$ cat src/rtl/decode_execute_core_pkg.sv
// Shared encodings for the decode/execute slice: opcodes, funct codes,
// ALU operation select and branch condition codes.
package decode_execute_core_pkg;

  localparam logic [5:0] OP_RTYPE = 6'b000000;
  localparam logic [5:0] OP_LW    = 6'b100011;
  localparam logic [5:0] OP_SW    = 6'b101011;
  localparam logic [5:0] OP_BEQ   = 6'b000100;
  localparam logic [5:0] OP_BNE   = 6'b000101;
  localparam logic [5:0] OP_J     = 6'b000010;
  localparam logic [5:0] OP_ADDI  = 6'b001000;
  localparam logic [5:0] OP_SLTI  = 6'b001010;
  localparam logic [5:0] OP_ANDI  = 6'b001100;
  localparam logic [5:0] OP_ORI   = 6'b001101;

  localparam logic [5:0] FN_ADD = 6'b100000;
  localparam logic [5:0] FN_SUB = 6'b100010;
  localparam logic [5:0] FN_AND = 6'b100100;
  localparam logic [5:0] FN_OR  = 6'b100101;
  localparam logic [5:0] FN_XOR = 6'b100110;
  localparam logic [5:0] FN_NOR = 6'b100111;
  localparam logic [5:0] FN_SLT = 6'b101010;
  localparam logic [5:0] FN_SLL = 6'b000000;
  localparam logic [5:0] FN_SRL = 6'b000010;

  typedef enum logic [3:0] {
    ALU_ADD   = 4'b0000,
    ALU_SUB   = 4'b0001,
    ALU_AND   = 4'b0010,
    ALU_OR    = 4'b0011,
    ALU_SLT   = 4'b0100,
    ALU_FUNCT = 4'b1111
  } alu_op_t;

  localparam logic [1:0] BR_NONE = 2'b00;
  localparam logic [1:0] BR_EQ   = 2'b01;
  localparam logic [1:0] BR_NE   = 2'b10;

endpackage

$ cat src/rtl/decode_execute_core_reg_file.sv
// 32x32 register file: two asynchronous read ports, one clocked write port,
// synchronous clear. Register 0 is hardwired to zero.
module decode_execute_core_reg_file (
  input  logic        clk,
  input  logic        reset,
  input  logic        we,
  input  logic [4:0]  ra1,
  input  logic [4:0]  ra2,
  input  logic [4:0]  wa,
  input  logic [31:0] wd,
  output logic [31:0] rd1,
  output logic [31:0] rd2
);

  logic [31:0] regs [32];

  always_ff @(posedge clk) begin
    if (reset) begin
      for (int i = 0; i < 32; i++) begin
        regs[i] <= '0;
      end
    end else if (we && (wa != 5'd0)) begin
      regs[wa] <= wd;
    end
  end

  // Reads see the pre-edge contents, so a same-cycle write shows up next cycle.
  assign rd1 = (ra1 == 5'd0) ? 32'd0 : regs[ra1];
  assign rd2 = (ra2 == 5'd0) ? 32'd0 : regs[ra2];

endmodule

$ cat src/rtl/decode_execute_core.sv
// Control decode, register file and ALU of a single-cycle MIPS-subset datapath.
// Everything except the register contents is combinational.
module decode_execute_core
  import decode_execute_core_pkg::*;
(
  input  logic        clk,
  input  logic        reset,
  input  logic [31:0] instruction,
  input  logic [31:0] write_data,
  output logic        jump,
  output logic [1:0]  branch_c,
  output logic        mem_read,
  output logic        mem_to_reg,
  output logic        mem_write,
  output logic [31:0] alu_result,
  output logic        alu_zero,
  output logic [31:0] mem_write_data,
  output logic [31:0] branch_offset,
  output logic [25:0] jump_index
);

  logic [5:0]  opcode;
  logic [5:0]  funct;
  logic [4:0]  rs;
  logic [4:0]  rt;
  logic [4:0]  rd;
  logic [4:0]  shamt;

  logic        reg_dst;
  logic        alu_src;
  logic        reg_write;
  logic        dec_mem_read;
  logic        dec_mem_to_reg;
  logic        dec_mem_write;
  logic [1:0]  dec_branch_c;
  logic        dec_jump;
  logic        sign_ext;
  alu_op_t     alu_op;

  logic [31:0] rs_val;
  logic [31:0] rt_val;
  logic [31:0] imm;
  logic [31:0] op_a;
  logic [31:0] op_b;
  logic [4:0]  dest;

  assign opcode = instruction[31:26];
  assign rs     = instruction[25:21];
  assign rt     = instruction[20:16];
  assign rd     = instruction[15:11];
  assign shamt  = instruction[10:6];
  assign funct  = instruction[5:0];

  always_comb begin
    reg_dst        = 1'b0;
    alu_src        = 1'b0;
    reg_write      = 1'b0;
    dec_mem_read   = 1'b0;
    dec_mem_to_reg = 1'b0;
    dec_mem_write  = 1'b0;
    dec_branch_c   = BR_NONE;
    dec_jump       = 1'b0;
    sign_ext       = 1'b1;
    alu_op         = ALU_ADD;
    case (opcode)
      OP_RTYPE: begin
        reg_dst   = 1'b1;
        reg_write = 1'b1;
        alu_op    = ALU_FUNCT;
      end
      OP_LW: begin
        alu_src        = 1'b1;
        reg_write      = 1'b1;
        dec_mem_read   = 1'b1;
        dec_mem_to_reg = 1'b1;
      end
      OP_SW: begin
        alu_src       = 1'b1;
        dec_mem_write = 1'b1;
      end
      OP_BEQ: begin
        dec_branch_c = BR_EQ;
        alu_op       = ALU_SUB;
      end
      OP_BNE: begin
        dec_branch_c = BR_NE;
        alu_op       = ALU_SUB;
      end
      OP_J: dec_jump = 1'b1;
      OP_ADDI: begin
        alu_src   = 1'b1;
        reg_write = 1'b1;
      end
      OP_SLTI: begin
        alu_src   = 1'b1;
        reg_write = 1'b1;
        alu_op    = ALU_SLT;
      end
      OP_ANDI: begin
        alu_src   = 1'b1;
        reg_write = 1'b1;
        alu_op    = ALU_AND;
        sign_ext  = 1'b0;
      end
      OP_ORI: begin
        alu_src   = 1'b1;
        reg_write = 1'b1;
        alu_op    = ALU_OR;
        sign_ext  = 1'b0;
      end
      default: ;
    endcase
  end

  // Reset gates every strobe, including the internal register write enable.
  assign jump       = dec_jump       & ~reset;
  assign branch_c   = dec_branch_c   & {2{~reset}};
  assign mem_read   = dec_mem_read   & ~reset;
  assign mem_to_reg = dec_mem_to_reg & ~reset;
  assign mem_write  = dec_mem_write  & ~reset;

  assign dest = reg_dst ? rd : rt;

  decode_execute_core_reg_file u_reg_file (
    .clk   (clk),
    .reset (reset),
    .we    (reg_write & ~reset),
    .ra1   (rs),
    .ra2   (rt),
    .wa    (dest),
    .wd    (write_data),
    .rd1   (rs_val),
    .rd2   (rt_val)
  );

  assign imm  = sign_ext ? {{16{instruction[15]}}, instruction[15:0]}
                         : {16'd0, instruction[15:0]};
  assign op_a = rs_val;
  assign op_b = alu_src ? imm : rt_val;

  always_comb begin
    alu_result = 32'd0;
    case (alu_op)
      ALU_ADD: alu_result = op_a + op_b;
      ALU_SUB: alu_result = op_a - op_b;
      ALU_AND: alu_result = op_a & op_b;
      ALU_OR:  alu_result = op_a | op_b;
      ALU_SLT: alu_result = {31'd0, $signed(op_a) < $signed(op_b)};
      ALU_FUNCT: begin
        case (funct)
          FN_ADD: alu_result = op_a + op_b;
          FN_SUB: alu_result = op_a - op_b;
          FN_AND: alu_result = op_a & op_b;
          FN_OR:  alu_result = op_a | op_b;
          FN_XOR: alu_result = op_a ^ op_b;
          FN_NOR: alu_result = ~(op_a | op_b);
          FN_SLT: alu_result = {31'd0, $signed(op_a) < $signed(op_b)};
          FN_SLL: alu_result = rt_val << shamt;
          FN_SRL: alu_result = rt_val >> shamt;
          default: alu_result = 32'd0;
        endcase
      end
      default: alu_result = 32'd0;
    endcase
  end

  assign alu_zero       = (alu_result == 32'd0);
  assign mem_write_data = rt_val;
  assign branch_offset  = {{14{instruction[15]}}, instruction[15:0], 2'b00};
  assign jump_index     = instruction[25:0];

endmodule

$ cat config.mk
export PLATFORM = sky130hd
export DESIGN_NAME = decode_execute_core
export DESIGN_NICKNAME = d
export VERILOG_FILES = /design/src/rtl/decode_execute_core_pkg.sv /design/src/rtl/decode_execute_core_reg_file.sv /design/src/rtl/decode_execute_core.sv
export SDC_FILE = /design/constraint.sdc
export NUM_CORES = 2
export LEC_CHECK = 0
export CORE_ASPECT_RATIO = 1.75
export CORE_MARGIN = 2
export CORE_UTILIZATION = 60
export DETAILED_ROUTE_END_ITERATION = 8
export GPL_TIMING_DRIVEN = 0
export PLACE_DENSITY = 0.78
export RECOVER_POWER = 50
export SLEW_MARGIN = 40
export SYNTH_ARGS = -nofsm -noshare
export SYNTH_HDL_FRONTEND = slang
export SYNTH_SLANG_ARGS = --single-unit
$ cat constraint.sdc
create_clock -name clk -period 22.2 [get_ports clk]
set_input_delay 4.44 -clock clk [delete_from_list [all_inputs] [get_ports clk]]
set_output_delay 4.44 -clock clk [all_outputs]
set_load 0.01 [all_outputs]
==> results of run 1 <==
[metal layers]
| layer | GRT usage [%] | GRT overflow |
|---|---|---|
| met5 | 26.24 | 4 |
| met1 | 72.67 | 20 |
| met4 | 81.15 | 522 |
| met2 | 97.19 | 1003 |
| met3 | 57.49 | 45 |
[synthesized netlist by cell type (14+ instances only)]
library cell	number
a222oi_1	25
buf_6	14
nand2b_1	50
o31ai_1	34
nand4_1	21
mux2i_1	97
a211oi_1	55
a22o_1	34
nand3_1	132
o2111ai_1	15
edfxtp_1	1024
o22ai_1	79
o221ai_1	62
mux2_1	21
xnor2_1	41
mux4_2	478
nor4_1	33
o21ai_0	140
buf_1	54
buf_4	69
a31oi_1	22
buf_2	14
a211o_1	39
clkbuf_1	423
a21oi_1	165
a221oi_1	27
or2_2	40
nand2_1	263
nor2_1	297
and2_1	1001
nor3_1	56
a21o_1	30
ha_1	97
a22oi_1	55
nor2b_1	21
o211ai_1	35
mux4_1	14
or3_1	17
mux2_2	99
inv_1	113
xor2_1	17
[per-stage QoR]
stage,utilization [%],area [sq um],hold WS [ns]
detailed placement,64.70,71740,5.235
global placement,63.71,70640,5.233
CTS,67.05,74350,4.543
floorplan,-,66990,4.638
[logic make-up after synthesis]
family,synth area share [%]
buffers and inverters,4.682
DFF,45.99
muxes,20.15
xor gates and xnor gates,0.7597
adders and majority gates,1.875
and+or+nand+nor,16.44
AOI/OAI and AO/OA,10.11
other,0.005608
==> impl_metrics.json, run 1 <==
{
  "outcome": "stopped before the end",
  "haltStage": "5_1_grt",
  "firstError": "[ERROR GRT-0116] Global routing finished with congestion. Check the congestion regions in the DRC Viewer.",
  "ios": 195,
  "grt.overflow.total": 1594,
  "hpwl_mm": 275.4,
  "yosys.area.top_type": "edfxtp_1",
  "synthArstFlopShare_pct": 0,
  "synth_cells": 5543,
  "ys_types": 98,
  "numCtsBuffers": 80,
  "cts_setup_buffers": 0,
  "die_y_um": 445.6,
  "seq_area_frac_synth_pct": 45.99,
  "clockRootBuffer": "clkbuf_16",
  "die_width_um": 256.4,
  "clock-sinks": 1024,
  "placedCellCount": 7267,
  "cts_hold_buf": 0,
  "max-clock-path-buffers": 3,
  "grt_pass1_vias": 69450,
  "synth_warnings": 0,
  "post_cts_resized": 0,
  "grtUsageTotal_pct": 76.27,
  "avgSynthCellArea_sq_um": 12.06,
  "synth-edff-count": 1024,
  "ys_ff_latch": 1024,
  "gp_congestion": 1.284,
  "synth_top_area_share_pct": 45.99,
  "cts.htree.levels": 3,
  "io_buffers": 180,
  "syn_area_sq_um": 66860,
  "rows": 162,
  "netlist_top_cells_area": "edfxtp_1 (46%), mux4_2 (16%), and2_1 (9.4%)",
  "dpl_worst_slack_ns": 2.310,
  "grt_pass1_wl_mm": 622.0,
  "start_util_pct": 60.31,
  "grt_max_degree": 33,
  "synth_ff_type": "edfxtp_1"
}
==> run 2: changes to the inputs <==
Settings changed: CORE_ASPECT_RATIO 1.75 to unset, CORE_UTILIZATION 60 to 40, PLACE_DENSITY 0.78 to unset, PLACE_DENSITY_LB_ADDON set to 0.15.
==> run 2 against run 1 <==
  * The flow now finishes, with violations (design-rule violations, max-capacitance violations, max-slew violations)
  * Area after synthesis did not move
  * Synthesized cell count did not move
==> impl_metrics.json, run 2 <==
{
  "synth_compound_area_share_pct": 10.11,
  "synthTopCellsByCount": "edfxtp_1 (1024), and2_1 (1001), mux4_2 (478)",
  "grtUsageTotal_pct": 42.78,
  "synth_cells": 5543,
  "most-common-layout-cells": "edfxtp_1 (1024), and2_1 (568), mux4_2 (478)",
  "cts.htree.levels": 3,
  "critPathLaunch": "instruction[26]",
  "endpoint": "alu_zero",
  "grt_max_degree": 33,
  "critPathMostFrequentCell": "clkbuf_1",
  "synth_ff_type": "edfxtp_1",
  "setup_ws_ns": 1.295,
  "grt_pass1_vias": 54050,
  "fmax_mhz": 47.84,
  "start_util_pct": 40.12,
  "stdcell_area_sq_um": 76580,
  "cp_max_fo": 11,
  "placed_cell_area_sq_um": 72850,
  "postRouteAntennaNets": 0,
  "sw_frac_of_total_pct": 34.39,
  "slew_headroom_pct": -143.5,
  "fin_nets": 6073,
  "post_cts_resized": 0,
  "grt.overflow.total": 0,
  "fin_crit_sh_pct": 94.17,
  "first_iter_violations": 8519,
  "die_width_um": 412.9,
  "gp_congestion": 1.127,
  "die_y_um": 412.9,
  "placedCellCount": 8000,
  "max-clock-path-buffers": 3,
  "rsz0062_at_grt": "no",
  "maxCapViolations": 12,
  "rows": 150,
  "cts_hold_buf": 0,
  "cts_setup_buffers": 0,
  "seq_area_frac_synth_pct": 45.99,
  "crit_type": "primary input to primary output",
  "power-per-cell-area_nw_per_um2": 77.62,
  "core_area_sq_um": 166700,
  "ios": 195,
  "slowest_stage": "clkbuf_1",
  "clock-sinks": 1024,
  "outcome": "finished with violations",
  "crit_path_end_kind": "primary output",
  "violations": "design-rule violations, max-capacitance violations, max-slew violations",
  "grt_pass1_wl_mm": 484.1,
  "min_path_type": "primary input to flop",
  "crit_required_ns": 17.76,
  "io_buffers": 180,
  "yosys.area.top_type": "edfxtp_1",
  "setup_viol": 0,
  "largest_register_ffs": 1024,
  "finalHoldViolCount": 0,
  "drt-pass1-iter-count": 9,
  "slew_viol_final": 363,
  "viasPerCell": 6.876,
  "syn_area_sq_um": 66860,
  "arrival_ns": 16.46,
  "synth_top_area_share_pct": 45.99,
  "internal_power_mw": 3.900,
  "cts_tree": "built",
  "drive_above_1_share_pct": 19.71,
  "instances_no_fill": 8213,
  "combinationalPowerShare_pct": 28.7,
  "synthArstFlopShare_pct": 0,
  "ys_types": 98,
  "p_leak_nw": 26.25,
  "synthSimpleGateAreaFrac_pct": 16.44,
  "die-area_sq_um": 170400,
  "clk_pin_slew_ns": 0.06,
  "power_mw": 5.945,
  "n_fill_cell": 15390,
  "wirelength_mm": 369.9,
  "routedWlPerCell_um": 45.04,
  "ys_ff_latch": 1024,
  "muxShareOfSynthArea_pct": 20.15,
  "drc_errors": 3,
  "areaGrowthSynthToFinish_pct": 14.54,
  "synth_top_family_by_area": "multiplexers",
  "largest_register": "u_reg_file.regs",
  "start_kind": "primary input",
  "avgSynthCellArea_sq_um": 12.06,
  "netlist_top_cells_area": "edfxtp_1 (46%), mux4_2 (16%), and2_1 (9.4%)",
  "yosysMostFrequentCell": "edfxtp_1",
  "synth-edff-count": 1024,
  "vdd_ir_drop_max_mv": 0.06025,
  "synth_warnings": 0,
  "vias": 56470,
  "antenna_found_initial": 25,
  "synthAdderAreaFrac_pct": 1.875,
  "layout_commonest_cell": "edfxtp_1",
  "worst_slew_pin_slew_ns": 3.653,
  "seqPwrFrac_pct": 38.4,
  "synth_xor_area_share_pct": 0.7597,
  "dpl_worst_slack_ns": 1.931,
  "power.switching_mw": 2.044,
  "numCtsBuffers": 108,
  "reg_top3": "u_reg_file.regs (1024)",
  "clkPwrFrac_pct": 32.9,
  "slowest_delay_ns": 0.75,
  "hpwl_mm": 280.1,
  "layout_min_cycle_time_ns": 20.90,
  "clockRootBuffer": "clkbuf_16"
}
-- run 2: cell counts after synthesis --
Identical to the previous run, type by type.
-- run 2: worst min-delay path by stage --
stage	start	end	slack, ns	cells after the start
6_report	write_data[29]	u_reg_file.regs[7][29]	4.45	2
5_1_grt	write_data[29]	u_reg_file.regs[7][29]	4.47	2
4_1_cts	write_data[29]	u_reg_file.regs[7][29]	4.41	2
3_5_place_dp	write_data[29]	u_reg_file.regs[7][29]	5.21	2
3_3_place_gp	write_data[29]	u_reg_file.regs[7][29]	5.20	2
2_1_floorplan	write_data[31]	u_reg_file.regs[1][31]	4.64	1
-- run 2: cells by family after synthesis --
logic type,count (synthesis)
flops,1024
buf+inv,699
other cells,1
xor+xnor,58
fa+ha+maj,99
compound gates,953
simple gates,1999
mux,710
-- run 2: metrics by stage --
stage          setup TNS [ns]  util [%]  hold WS (ns)
3_3_place_gp          -0.3514     42.93         5.198
4_1_cts                     0     45.92         4.411
6_report                    0     45.95         4.446
3_5_place_dp                0     43.71         5.205
5_1_grt                     0     45.94         4.467
2_1_floorplan               0         -         4.638
-- run 2: critical path: cells and delay by family --
kind            cells  cell delay (ns)
fa+ha+maj           2             0.80
buf+inv            10             5.23
compound gates      8             3.06
simple gates        9             2.86
-- run 2: power groups by stage --
stage / logic, mW / clock network (mW) / registers, mW
2_1_floorplan: 0.867 / 0 / 2.29
3_3_place_gp: 1.59 / 0 / 2.31
3_5_place_dp: 1.63 / 0 / 2.32
4_1_cts: 1.63 / 1.94 / 2.27
5_1_grt: 1.73 / 2.01 / 2.29
6_report: 1.71 / 1.96 / 2.28
-- run 2: area by class of cell --
cell class              instances  area (sq um)  share of cell area, %
clock buffers                 129          2803                  3.660
flip-flops and latches       1024         30750                  40.15
diodes                         11         27.53                0.03594
clock inverters                71         872.1                  1.139
multi-input cells            3853         33530                  43.79
inverters                     117         439.2                 0.5735
well taps                    2204          2758                  3.601
repair buffers                222          2516                  3.286
plain buffers                 582          2887                  3.769
-- run 2: per-layer routing --
layer / global-route usage [%] / vias to the layer above / share of wire (%) / wire length (um)
met5: 0.1413 / - / 0.025 / 94
met4: 41.14 / 14 / 12 / 44630
met3: 11.70 / 1454 / 11 / 41110
met2: 65.10 / 4535 / 44 / 161500
met1: 48.33 / 28600 / 33 / 122600
li1: - / 21870 / - / -
Note: power is estimated with default switching activity, not from simulation.
